<file path="src/rtl/multicycle_ctrl_fsm_if.sv">
// Memory request/acknowledge bundle between the multi-cycle controller
// (master) and the memory subsystem (slave).
interface multicycle_ctrl_fsm_if;
  logic mem_req;       // request, held until ack or timeout
  logic mem_we;        // write strobe, qualifies mem_req
  logic mem_addr_sel;  // 0 = PC, 1 = ALU result
  logic mem_ack;       // memory completes the current request this cycle

  modport master (
    output mem_req,
    output mem_we,
    output mem_addr_sel,
    input  mem_ack
  );

  modport slave (
    input  mem_req,
    input  mem_we,
    input  mem_addr_sel,
    output mem_ack
  );
endinterface

</file>
<file path="src/rtl/multicycle_ctrl_fsm.sv">
// Multi-cycle control FSM for the 16-instruction core.
// Sequences FETCH/DECODE/EXEC/MEM/WB/BRANCH and drives PC, IR, register-file,
// ALU and memory controls. Memory accesses use a req/ack handshake with a
// bounded wait; a stalled request raises a one-cycle mem_err and re-fetches.
//
// Opcode map (IR[15:12]):
//   0000 shift (func 01 shl, 10 shr, 11 sar, 00 illegal)
//   0001 lwd       0010 strwd     0011 jmp
//   0100 brncheq   0101 brnchneq  0110 addseimd  0111 subseimd
//   1000 add       1001 sub       1010 nand      1011 or
//   1100 addzeimd  1101 lnandimd  1110 lorimd    1111 subzeimd
//
// Optional feature: define RETIRE_CNT_EN to add the 16-bit retired_cnt
// output counting normally completed instructions.
module multicycle_ctrl_fsm #(
  parameter int WAIT_W   = 4,
  parameter int MAX_WAIT = 15
) (
  input  logic                   clk,
  input  logic                   reset_n,
  multicycle_ctrl_fsm_if.master  mem,
  input  logic [3:0]             opcode,
  input  logic [1:0]             func,
  input  logic                   zero_flag,
  output logic                   ir_write,
  output logic                   pc_write,
  output logic [1:0]             pc_src,
  output logic [2:0]             alu_op,
  output logic [1:0]             alu_src_b,
  output logic                   rf_we,
  output logic                   illegal,
  output logic                   mem_err,
  output logic [2:0]             state
`ifdef RETIRE_CNT_EN
  ,
  output logic [15:0]            retired_cnt
`endif
);

  typedef enum logic [2:0] {
    IDLE   = 3'd0,
    FETCH  = 3'd1,
    DECODE = 3'd2,
    EXEC   = 3'd3,
    MEM    = 3'd4,
    WB     = 3'd5,
    BRANCH = 3'd6
  } state_t;

  localparam logic [3:0] OP_SHIFT  = 4'b0000;
  localparam logic [3:0] OP_LWD    = 4'b0001;
  localparam logic [3:0] OP_STRWD  = 4'b0010;
  localparam logic [3:0] OP_JMP    = 4'b0011;
  localparam logic [3:0] OP_BEQ    = 4'b0100;
  localparam logic [3:0] OP_BNE    = 4'b0101;
  localparam logic [3:0] OP_ADDSE  = 4'b0110;
  localparam logic [3:0] OP_SUBSE  = 4'b0111;
  localparam logic [3:0] OP_ADD    = 4'b1000;
  localparam logic [3:0] OP_SUB    = 4'b1001;
  localparam logic [3:0] OP_NAND   = 4'b1010;
  localparam logic [3:0] OP_OR     = 4'b1011;
  localparam logic [3:0] OP_ADDZE  = 4'b1100;
  localparam logic [3:0] OP_NANDZE = 4'b1101;
  localparam logic [3:0] OP_ORZE   = 4'b1110;
  localparam logic [3:0] OP_SUBZE  = 4'b1111;

  localparam logic [2:0] ALU_ADD  = 3'd0;
  localparam logic [2:0] ALU_SUB  = 3'd1;
  localparam logic [2:0] ALU_NAND = 3'd2;
  localparam logic [2:0] ALU_OR   = 3'd3;
  localparam logic [2:0] ALU_SHL  = 3'd4;

  localparam logic [1:0] SRC_REG  = 2'd0;
  localparam logic [1:0] SRC_SEXT = 2'd1;
  localparam logic [1:0] SRC_ZEXT = 2'd2;

  localparam logic [1:0] PC_PLUS2  = 2'd0;
  localparam logic [1:0] PC_BRANCH = 2'd1;
  localparam logic [1:0] PC_JUMP   = 2'd2;

  localparam logic [WAIT_W-1:0] MAX_WAIT_C = WAIT_W'(MAX_WAIT);

  state_t            state_q, state_d;
  logic [WAIT_W-1:0] wait_cnt_q, wait_cnt_d;
  logic              mem_req_c, mem_we_c, mem_addr_sel_c;

  // State and memory-wait counter registers.
  always_ff @(posedge clk or negedge reset_n) begin
    if (!reset_n) begin
      state_q    <= IDLE;
      wait_cnt_q <= '0;
    end else begin
      state_q    <= state_d;
      wait_cnt_q <= wait_cnt_d;
    end
  end

  // Next-state and Moore output decode; the counter is zero outside
  // FETCH/MEM, so every entry into a memory state starts a fresh wait.
  always_comb begin
    state_d        = state_q;
    wait_cnt_d     = '0;
    mem_req_c      = 1'b0;
    mem_we_c       = 1'b0;
    mem_addr_sel_c = 1'b0;
    ir_write       = 1'b0;
    pc_write       = 1'b0;
    pc_src         = PC_PLUS2;
    alu_op         = ALU_ADD;
    alu_src_b      = SRC_REG;
    rf_we          = 1'b0;
    illegal        = 1'b0;
    mem_err        = 1'b0;

    case (state_q)
      IDLE: state_d = FETCH;

      FETCH: begin
        mem_req_c = 1'b1;
        if (mem.mem_ack) begin
          ir_write = 1'b1;
          pc_write = 1'b1;
          pc_src   = PC_PLUS2;
          state_d  = DECODE;
        end else if (wait_cnt_q == MAX_WAIT_C) begin
          // Abandon the fetch; PC is untouched so the retry reads the same word.
          mem_err = 1'b1;
          state_d = FETCH;
        end else begin
          wait_cnt_d = wait_cnt_q + 1'b1;
        end
      end

      DECODE: begin
        case (opcode)
          OP_JMP: begin
            pc_write = 1'b1;
            pc_src   = PC_JUMP;
            state_d  = FETCH;
          end
          OP_BEQ, OP_BNE: state_d = BRANCH;
          OP_SHIFT: begin
            if (func == 2'b00) begin
              illegal = 1'b1;
              state_d = FETCH;
            end else begin
              state_d = EXEC;
            end
          end
          default: state_d = EXEC;
        endcase
      end

      EXEC: begin
        case (opcode)
          OP_SHIFT: begin
            alu_op    = ALU_SHL + {1'b0, func} - 3'd1;
            alu_src_b = SRC_REG;
          end
          OP_LWD, OP_STRWD, OP_ADDSE: begin
            alu_op    = ALU_ADD;
            alu_src_b = SRC_SEXT;
          end
          OP_SUBSE: begin
            alu_op    = ALU_SUB;
            alu_src_b = SRC_SEXT;
          end
          OP_ADD:    alu_op = ALU_ADD;
          OP_SUB:    alu_op = ALU_SUB;
          OP_NAND:   alu_op = ALU_NAND;
          OP_OR:     alu_op = ALU_OR;
          OP_ADDZE: begin
            alu_op    = ALU_ADD;
            alu_src_b = SRC_ZEXT;
          end
          OP_NANDZE: begin
            alu_op    = ALU_NAND;
            alu_src_b = SRC_ZEXT;
          end
          OP_ORZE: begin
            alu_op    = ALU_OR;
            alu_src_b = SRC_ZEXT;
          end
          OP_SUBZE: begin
            alu_op    = ALU_SUB;
            alu_src_b = SRC_ZEXT;
          end
          default: begin
            alu_op    = ALU_ADD;
            alu_src_b = SRC_REG;
          end
        endcase
        state_d = (opcode == OP_LWD || opcode == OP_STRWD) ? MEM : WB;
      end

      MEM: begin
        mem_req_c      = 1'b1;
        mem_addr_sel_c = 1'b1;
        mem_we_c       = (opcode == OP_STRWD);
        if (mem.mem_ack) begin
          state_d = (opcode == OP_STRWD) ? FETCH : WB;
        end else if (wait_cnt_q == MAX_WAIT_C) begin
          mem_err = 1'b1;
          state_d = FETCH;
        end else begin
          wait_cnt_d = wait_cnt_q + 1'b1;
        end
      end

      WB: begin
        rf_we   = 1'b1;
        state_d = FETCH;
      end

      BRANCH: begin
        alu_op    = ALU_SUB;
        alu_src_b = SRC_REG;
        if ((opcode == OP_BEQ && zero_flag) || (opcode == OP_BNE && !zero_flag)) begin
          pc_write = 1'b1;
          pc_src   = PC_BRANCH;
        end
        state_d = FETCH;
      end

      default: state_d = IDLE;
    endcase
  end

  assign mem.mem_req      = mem_req_c;
  assign mem.mem_we       = mem_we_c;
  assign mem.mem_addr_sel = mem_addr_sel_c;
  assign state            = state_q;

`ifdef RETIRE_CNT_EN
  logic        retire;
  logic [15:0] retired_cnt_q, retired_cnt_d;

  // An instruction retires on a normal return to FETCH; illegal and timeout
  // exits are excluded (MEM only returns to FETCH on ack for strwd).
  always_comb begin
    retire = (state_d == FETCH) &&
             ((state_q == WB) || (state_q == BRANCH) ||
              (state_q == MEM && mem.mem_ack) ||
              (state_q == DECODE && opcode == OP_JMP));
    retired_cnt_d = retire ? retired_cnt_q + 16'd1 : retired_cnt_q;
  end

  // Retired-instruction counter register, wraps naturally at 16 bits.
  always_ff @(posedge clk or negedge reset_n) begin
    if (!reset_n) retired_cnt_q <= '0;
    else          retired_cnt_q <= retired_cnt_d;
  end

  assign retired_cnt = retired_cnt_q;
`endif

endmodule

</file>
<file path="src/flat_wrapper.sv">
// flat-port wrapper written by rule: the top's interface ports become plain ports
module multicycle_ctrl_fsm_flat 
#(
  parameter int WAIT_W   = 4,
  parameter int MAX_WAIT = 15
)
  (clk, reset_n, opcode, func, zero_flag, ir_write, pc_write, pc_src, alu_op, alu_src_b, rf_we, illegal, mem_err, state, mem_mem_req, mem_mem_we, mem_mem_addr_sel, mem_mem_ack);
  multicycle_ctrl_fsm_if mem_i ();
  input  logic clk;
  input  logic reset_n;
  input  logic [3:0] opcode;
  input  logic [1:0] func;
  input  logic zero_flag;
  output logic ir_write;
  output logic pc_write;
  output logic [1:0] pc_src;
  output logic [2:0] alu_op;
  output logic [1:0] alu_src_b;
  output logic rf_we;
  output logic illegal;
  output logic mem_err;
  output logic [2:0] state;
  output wire logic [$bits(mem_i.mem_req)-1:0] mem_mem_req;
  output wire logic [$bits(mem_i.mem_we)-1:0] mem_mem_we;
  output wire logic [$bits(mem_i.mem_addr_sel)-1:0] mem_mem_addr_sel;
  input wire logic [$bits(mem_i.mem_ack)-1:0] mem_mem_ack;
  assign mem_mem_req = mem_i.mem_req;
  assign mem_mem_we = mem_i.mem_we;
  assign mem_mem_addr_sel = mem_i.mem_addr_sel;
  assign mem_i.mem_ack = mem_mem_ack;
  multicycle_ctrl_fsm #(.WAIT_W(WAIT_W), .MAX_WAIT(MAX_WAIT)) u_core (.clk(clk), .reset_n(reset_n), .mem(mem_i), .opcode(opcode), .func(func), .zero_flag(zero_flag), .ir_write(ir_write), .pc_write(pc_write), .pc_src(pc_src), .alu_op(alu_op), .alu_src_b(alu_src_b), .rf_we(rf_we), .illegal(illegal), .mem_err(mem_err), .state(state));
endmodule
</file>
<file path="config.mk">
export PLATFORM = sky130hd
export DESIGN_NAME = multicycle_ctrl_fsm_flat
export DESIGN_NICKNAME = d
export VERILOG_FILES = /design/src/rtl/multicycle_ctrl_fsm_if.sv /design/src/rtl/multicycle_ctrl_fsm.sv /design/src/flat_wrapper.sv
export SDC_FILE = /design/constraint.sdc
export NUM_CORES = 1
export LEC_CHECK = 0
export ABC_AREA = 1
export ABC_CLOCK_PERIOD_IN_PS = 1200
export BUFFER_PORTS_ARGS = -buffer_cell sky130_fd_sc_hd__buf_4
export CORE_UTILIZATION = 40
export DETAILED_ROUTE_END_ITERATION = 8
export PLACE_DENSITY = 0.81
export REMOVE_ABC_BUFFERS = 1
export SYNTH_ARGS = -nofsm -noshare
export SYNTH_HDL_FRONTEND = slang
export SYNTH_SLANG_ARGS = --single-unit
</file>
<file path="constraint.sdc">
create_clock -name clk -period 1.2 [get_ports clk]
set_clock_uncertainty 0.15 [all_clocks]
set_input_delay 0.3 -clock clk [delete_from_list [all_inputs] [get_ports clk]]
set_output_delay 0.3 -clock clk [all_outputs]
set_load 0.01 [all_outputs]
</file>
==> metrics.csv, run 1 <==
stage;metric;value;unit
status;outcome;complete, but fails checks;
status;failing checks;setup timing;
placed_design;dpl hpwl;1460;um
routing;Post-Route WL;3300;um
critical_path;FF-to-FF End;u_core.wait_cnt_q[2];
critical_path;crit path launch type;flip-flop;
hold_path;hold_sp;mem_mem_ack;
cells_and_area;fin nets;185;
critical_path;CP Data Required Time;0.75;ns
timing;Max Fclk;0.529;GHz
timing;Final Hold Fails;0;
timing;minimum clock period;1.89;ns
hold_path;hold depth;3;
power_and_ir_drop;LEAKAGE;0.758;nW
routing;Vias per Instance;5.51;
clock_tree;TritonCTS buffer count;3;
timing;final worst slack;-0.691;ns
yosys;Synth area leader;dfrtp_1;
critical_path;Reg2Reg Depth;7;
cells_and_area;layout cell share with drive strength beyond 1;62.0;%
critical_path;Slowest Stage Delay on Critical Path;0.48;ns
timing;hold_ws;0.183;ns
clock_tree;CTS tree;yes;
timing;Slew @ Worst Pin;0.244;ns
critical_path;Setup Crit Path Kind;reg2out;
clock_tree;clock-pin slew on the worst setup and hold paths;0.05;ns
yosys;Avg Inst Size Synth;6.29;um^2
critical_path;element type at the critical path end;primary output;
global_route;GRT Resource Usage Total;26.8;%
yosys;synth unique cells;20;
power_and_ir_drop;Worst VDD drop;1340;uV
floorplan;Die Wd;42.6;um
critical_path;Reg2Reg Launch Point;u_core.state[2];
global_route;largest net degree at the start of global routing;8;
routing;Via Count;1031;
yosys;Synth Warn #;0;
global_route;global route total overflow;0;
timing;pins over their slew limit;0;
timing;RSZ-0062 raised after global routing;yes;
routing;Wirelength per Cell;17.7;um
yosys;Seq cells post-synth;7;
routing;drc violations;0;
floorplan;# rows;14;
critical_path;worst-path cell chain;nor2_4, nand2_4, nand2_4, nand2_4, nor2_2, buf_4;
yosys;Yosys top cell area share;26.5;%
yosys;mapped cell area;661;um^2
yosys;post-synthesis sequential area ratio;26.5;%
routing;drt initial violations;33;
placed_design;Final GP Congestion;0.804;
floorplan;Core Area;1520;um^2
critical_path;Worst path most repeated cell;nand2_4;
global_route;antenna violations before repair;0;
cells_and_area;Post-Layout Cell Count;187;
hold_path;HP Class;in2reg;
critical_path;r2r setup slk;-0.24;ns
clock_tree;clk_lat worst skew;0.26;ns
critical_path;WP depth;6;
clock_tree;Root Driver;clkbuf_4;
routing;1st-pass router iterations;4;
floorplan;number of I/O pins;28;
floorplan;starting density of the core;43.3;%
clock_tree;CTS Sinks;7;
floorplan;Die H;42.6;um
critical_path;CP top delay family;simple AND/OR/NAND/NOR gates;
timing;Slew HR;83.7;%
power_and_ir_drop;Power Dens Cells;1930;nW/um^2
yosys;synthesized instance count;105;
placed_design;I/O Buffers;27;
routing;DRT antenna net count;0;
hold_path;Worst Hold End;u_core.state[1];
critical_path;critical path peak fanout;4;
yosys;synth top area cells;dfrtp_1 (27%), nand2_1 (14%), inv_1 (13%);
critical_path;Bufs and invs on worst path;1;
timing;Tcrit/Tclk final;158;%
critical_path;crit path DAT;1.44;ns
floorplan;die area;1820;um^2
clock_tree;H-tree Lvls;1;
timing;final setup fails;25;
placed_design;DP Cell Count;173;
global_route;first-pass GRT wire length;3690;um
critical_path;Slowest-stage cell, CP;dfrtp_2;
clock_tree;CTS Buffer Depth;2;
global_route;vias in the first global route;902;
cells_and_area;P&R area growth vs syn;117;%
flow_run;MaxCap Viol Count;0;
cells_and_area;Ant. Diodes;0;
[per-stage QoR]
step           cell area [um^2]  TNS, ns  util, %  total power [mW]  worst slack (ns)
5_1_grt                    1440   -11.82     94.3              2.89            -0.724
6_report                   1440   -11.06     94.3              2.77            -0.691
4_1_cts                    1260    -8.59     83.0              2.15            -0.547
3_5_place_dp               1070    -5.18     70.3              1.55            -0.414
2_1_floorplan               661    -2.84        -             0.905            -0.318
3_3_place_gp               1070    -4.55     70.3              1.51            -0.375
[how the worst max path moves through the flow]
stage	endpoint	slack, ns	start
5_1_grt	mem_err	-0.72	u_core.state[1]
3_3_place_gp	alu_op[1]	-0.38	func[0]
3_5_place_dp	alu_op[1]	-0.41	func[0]
2_1_floorplan	mem_err	-0.32	u_core.state[0]
4_1_cts	alu_op[2]	-0.55	u_core.state[0]
6_report	mem_err	-0.69	u_core.state[1]
[routing by layer]
| layer | GRT usage, % | wire length, um | up-vias |
|---|---|---|---|
| met5 | 0 | 0 | - |
| met4 | 11.3 | 110 | 0 |
| met3 | 2.59 | 263 | 17 |
| met2 | 50.9 | 1640 | 67 |
| met1 | 29.3 | 1290 | 480 |
| li1 | - | - | 467 |
[area by class of cell]
cell class              count  area, um^2
multi-input cells          75         579
flip-flops and latches      7         178
inverters                  23        93.8
well taps                  16        20.0
fillers                    45        87.6
repair buffers             62         539
clock buffers               4        26.3
[Yosys cell counts (all sizes together)]
cell type  instances
a21oi              3
dfrtp              7
ha                 3
inv               23
nand2             27
nand3              9
nand3b             1
nand4              3
nor2              15
nor3               7
o211ai             2
o21ai              3
xnor2              1
xor2               1
[registers in the layout, indices dropped and copies added, names as in the netlist]
register	cells
u_core.wait_cnt_q	4
u_core.state	3
[cell families (layout without fill, tap and decap cells)]
| logic type | count (synthesis) | after routing | share of synthesized area, % |
|---|---|---|---|
| AOI/OAI and AO/OA | 8 | 8 | 6.82 |
| xor gates and xnor gates | 2 | 2 | 2.65 |
| adders and majority gates | 3 | 3 | 5.68 |
| buffers and inverters | 23 | 89 | 13.1 |
| DFF | 7 | 7 | 26.5 |
| and+or+nand+nor | 62 | 62 | 45.3 |
[layout by cell type (no fill, tap or decap), types with 3 or more instances in the layout]
cell type   n
a21oi_2     3
buf_4      42
buf_6      19
clkbuf_4    3
dfrtp_1     5
inv_1      17
inv_2       3
inv_4       3
nand2_1    19
nand2_2     3
nand2_4     5
nand3_1     4
nand3_4     3
nand4_1     3
nor2_1      6
nor2_2      6
nor2_4      3
nor3_2      4
nor3_4      3
[power breakdown]
| part | leakage (nW) | switching [mW] | internal, mW | total (mW) |
|---|---|---|---|---|
| clock | 0.0150 | 0.101 | 0.128 | 0.228 |
| combinational | 0.652 | 0.999 | 1.05 | 2.05 |
| sequential | 0.0903 | 0.171 | 0.314 | 0.486 |
[worst reg2reg max path, stage by stage, from the launching register on]
cell	delay, ns
dfrtp_1	0.44
buf_4	0.17
nand2_4	0.09
nand2_4	0.08
buf_6	0.12
buf_6	0.10
o211ai_1	0.08
inv_1	0.08
[repair_timing]
action | 4_1_cts | 5_1_grt
setup endpoints to repair | 25 | 25
hold endpoints to repair | 7 | 0
resized for setup | 30 | 40
pin swaps | 9 | 12
gates cloned | 0 | 0
hold buffers | 1 | 0
setup buffers | 8 | 5
Note: power is estimated with default switching activity, not from simulation.
==> run 2: changes to the inputs <==
--- a/config.mk
+++ b/config.mk
@@ -8,6 +8,7 @@
 export ABC_AREA = 1
 export ABC_CLOCK_PERIOD_IN_PS = 1200
 export BUFFER_PORTS_ARGS = -buffer_cell sky130_fd_sc_hd__buf_4
+export CORE_MARGIN = 2
 export CORE_UTILIZATION = 40
 export DETAILED_ROUTE_END_ITERATION = 8
 export PLACE_DENSITY = 0.81
==> run 2 against run 1 <==
Effect of this change:
- cell count increased by 1.6%
- the flow still finishes with violations (setup timing)
- sequential share of layout area up 0.34 points
- routed wire length up 6.2%
- non-clock buffer count rose by 3
- first-iteration DRC count grew 42%
- worst hold slack worse by 0.032 ns
- via count rose by 4.4%
- die area is 9.6% higher
- critical path depth is 2 lower
- register-to-register slack worse by 0.11 ns
==> metrics.csv, run 2 (same netlist as run 1, synthesis figures left out) <==
stage;metric;value;unit
floorplan;starting density of the core;43.3;%
global_route;global route total overflow;0;
critical_path;crit path DAT;1.47;ns
floorplan;Die Wd;44.6;um
routing;Post-Route WL;3510;um
timing;Max Fclk;0.521;GHz
critical_path;crit path launch type;flip-flop;
routing;drc violations;0;
hold_path;hold_sp;mem_mem_ack;
clock_tree;clock-pin slew on the worst setup and hold paths;0.07;ns
flow_run;MaxCap Viol Count;0;
timing;final setup fails;25;
clock_tree;TritonCTS buffer count;3;
cells_and_area;Reg with most FFs;u_core.wait_cnt_q;
critical_path;element type at the critical path end;primary output;
placed_design;I/O Buffers;27;
critical_path;FF-to-FF End;u_core.wait_cnt_q[2];
global_route;met1 Track Usage GR;27.0;%
timing;RSZ-0062 raised after global routing;yes;
cells_and_area;number of flip-flops under the largest register name;4;
cells_and_area;commonest non-fill, non-tap cell in the layout;buf_4;
routing;Via Count;1076;
global_route;antenna violations before repair;0;
floorplan;number of I/O pins;28;
cells_and_area;# fillers;57;
critical_path;CP Data Required Time;0.75;ns
timing;minimum clock period;1.92;ns
clock_tree;clk_lat worst skew;0.29;ns
timing;final worst slack;-0.720;ns
power_and_ir_drop;Worst VDD drop;1740;uV
clock_tree;CTS Buffer Depth;2;
global_route;largest net degree at the start of global routing;8;
routing;drt initial violations;47;
routing;DRT antenna net count;0;
status;outcome;complete, but fails checks;
cells_and_area;fin nets;188;
global_route;first-pass GRT wire length;3860;um
global_route;GRT Resource Usage Total;26.7;%
timing;pins over their slew limit;0;
cells_and_area;Post-Route Utilization;92.4;%
global_route;M2 GR Usage;52.2;%
hold_path;hold depth;3;
routing;Vias per Instance;5.66;
timing;Slew HR;80.1;%
critical_path;r2r setup slk;-0.35;ns
clock_tree;CTS Sinks;7;
status;failing checks;setup timing;
timing;Slew @ Worst Pin;0.296;ns
floorplan;# rows;14;
power_and_ir_drop;LEAKAGE;0.761;nW
cells_and_area;Ant. Diodes;0;
floorplan;die area;1990;um^2
critical_path;worst setup path startpoint;u_core.state[1];
placed_design;Final GP Congestion;0.801;
timing;Tcrit/Tclk final;160;%
global_route;GR Util met3;2.86;%
placed_design;dpl hpwl;1620;um
global_route;vias in the first global route;928;
floorplan;Die H;44.6;um
critical_path;Setup Crit Path Kind;reg2out;
power_and_ir_drop;Power Dens Cells;1890;nW/um^2
hold_path;HP Class;in2reg;
critical_path;Reg2Reg Depth;6;
timing;setup TNS;-12.11;ns
global_route;busiest metal layer after global routing;met2;
clock_tree;H-tree Lvls;1;
cells_and_area;P&R area growth vs syn;113;%
hold_path;Worst Hold End;u_core.state[1];
clock_tree;CTS tree;yes;
critical_path;Reg2Reg Launch Point;u_core.wait_cnt_q[0];
routing;Wirelength per Cell;18.4;um
floorplan;Core Area;1520;um^2
clock_tree;Root Driver;clkbuf_4;
cells_and_area;most frequent cells in the layout;buf_4 (47), nand2_1 (19), buf_6 (17);
critical_path;critical path peak fanout;5;
cells_and_area;layout cell share with drive strength beyond 1;62.6;%
routing;1st-pass router iterations;4;
timing;Final Hold Fails;0;
## run 2: cell count changes in the layout (fill, tap and decap cells not counted), sizes merged
cell  delta
buf      +3
## run 2: power breakdown
group	internal, mW	leakage [nW]	switching [mW]
clock network	0.129	0.0150	0.128
logic	0.935	0.657	0.966
registers	0.318	0.0889	0.186
## run 2: repair_timing
item | 4_1_cts | 5_1_grt
pin swaps | 10 | 3
setup buffers | 7 | 4
hold endpoints to repair | 7 | 0
gates resized for setup | 36 | 25
hold buffers | 1 | 0
endpoints found under the setup margin | 25 | 25
## run 2: cell type report
type	instances	area (um^2)	area share (%)
repair buffers	65	554	39.4
multi-input cells	75	537	38.1
flip-flops and latches	7	179	12.7
inverters	23	91.3	6.49
clock buffers	4	26.3	1.87
well taps	16	20.0	1.42
## run 2: how the worst max path moves through the flow
stage,end,depth (start not counted)
floorplan,mem_err,5
global placement,alu_op[1],7
detailed placement,alu_op[1],7
CTS,alu_op[2],5
global route,alu_op[0],6
finish,mem_mem_we,4
## run 2: per-stage QoR
stage | setup slack [ns] | instances | instance area (um^2) | hold WS (ns) | total power [mW]
after floorplan | -0.318 | 105 | 661 | -0.146 | 0.905
after global placement | -0.372 | 174 | 1080 | -0.0340 | 1.49
after detailed placement | -0.398 | 174 | 1080 | -0.0333 | 1.54
after CTS | -0.546 | 186 | 1290 | 0.184 | 2.19
after global routing | -0.763 | 190 | 1410 | 0.155 | 2.78
final | -0.720 | 190 | 1410 | 0.151 | 2.66
## run 2: layer usage
layer	wire length, um	vias up
met5	0	-
li1	-	467
met2	1790	91
met1	1220	492
met3	312	26
met4	180	0
## run 2: worst max-delay path, stage by stage, from the launching register on
cell     delay (ns)
dfrtp_2        0.48
nor2_4         0.18
nand2_4        0.08
nor3_1         0.25
buf_4          0.19
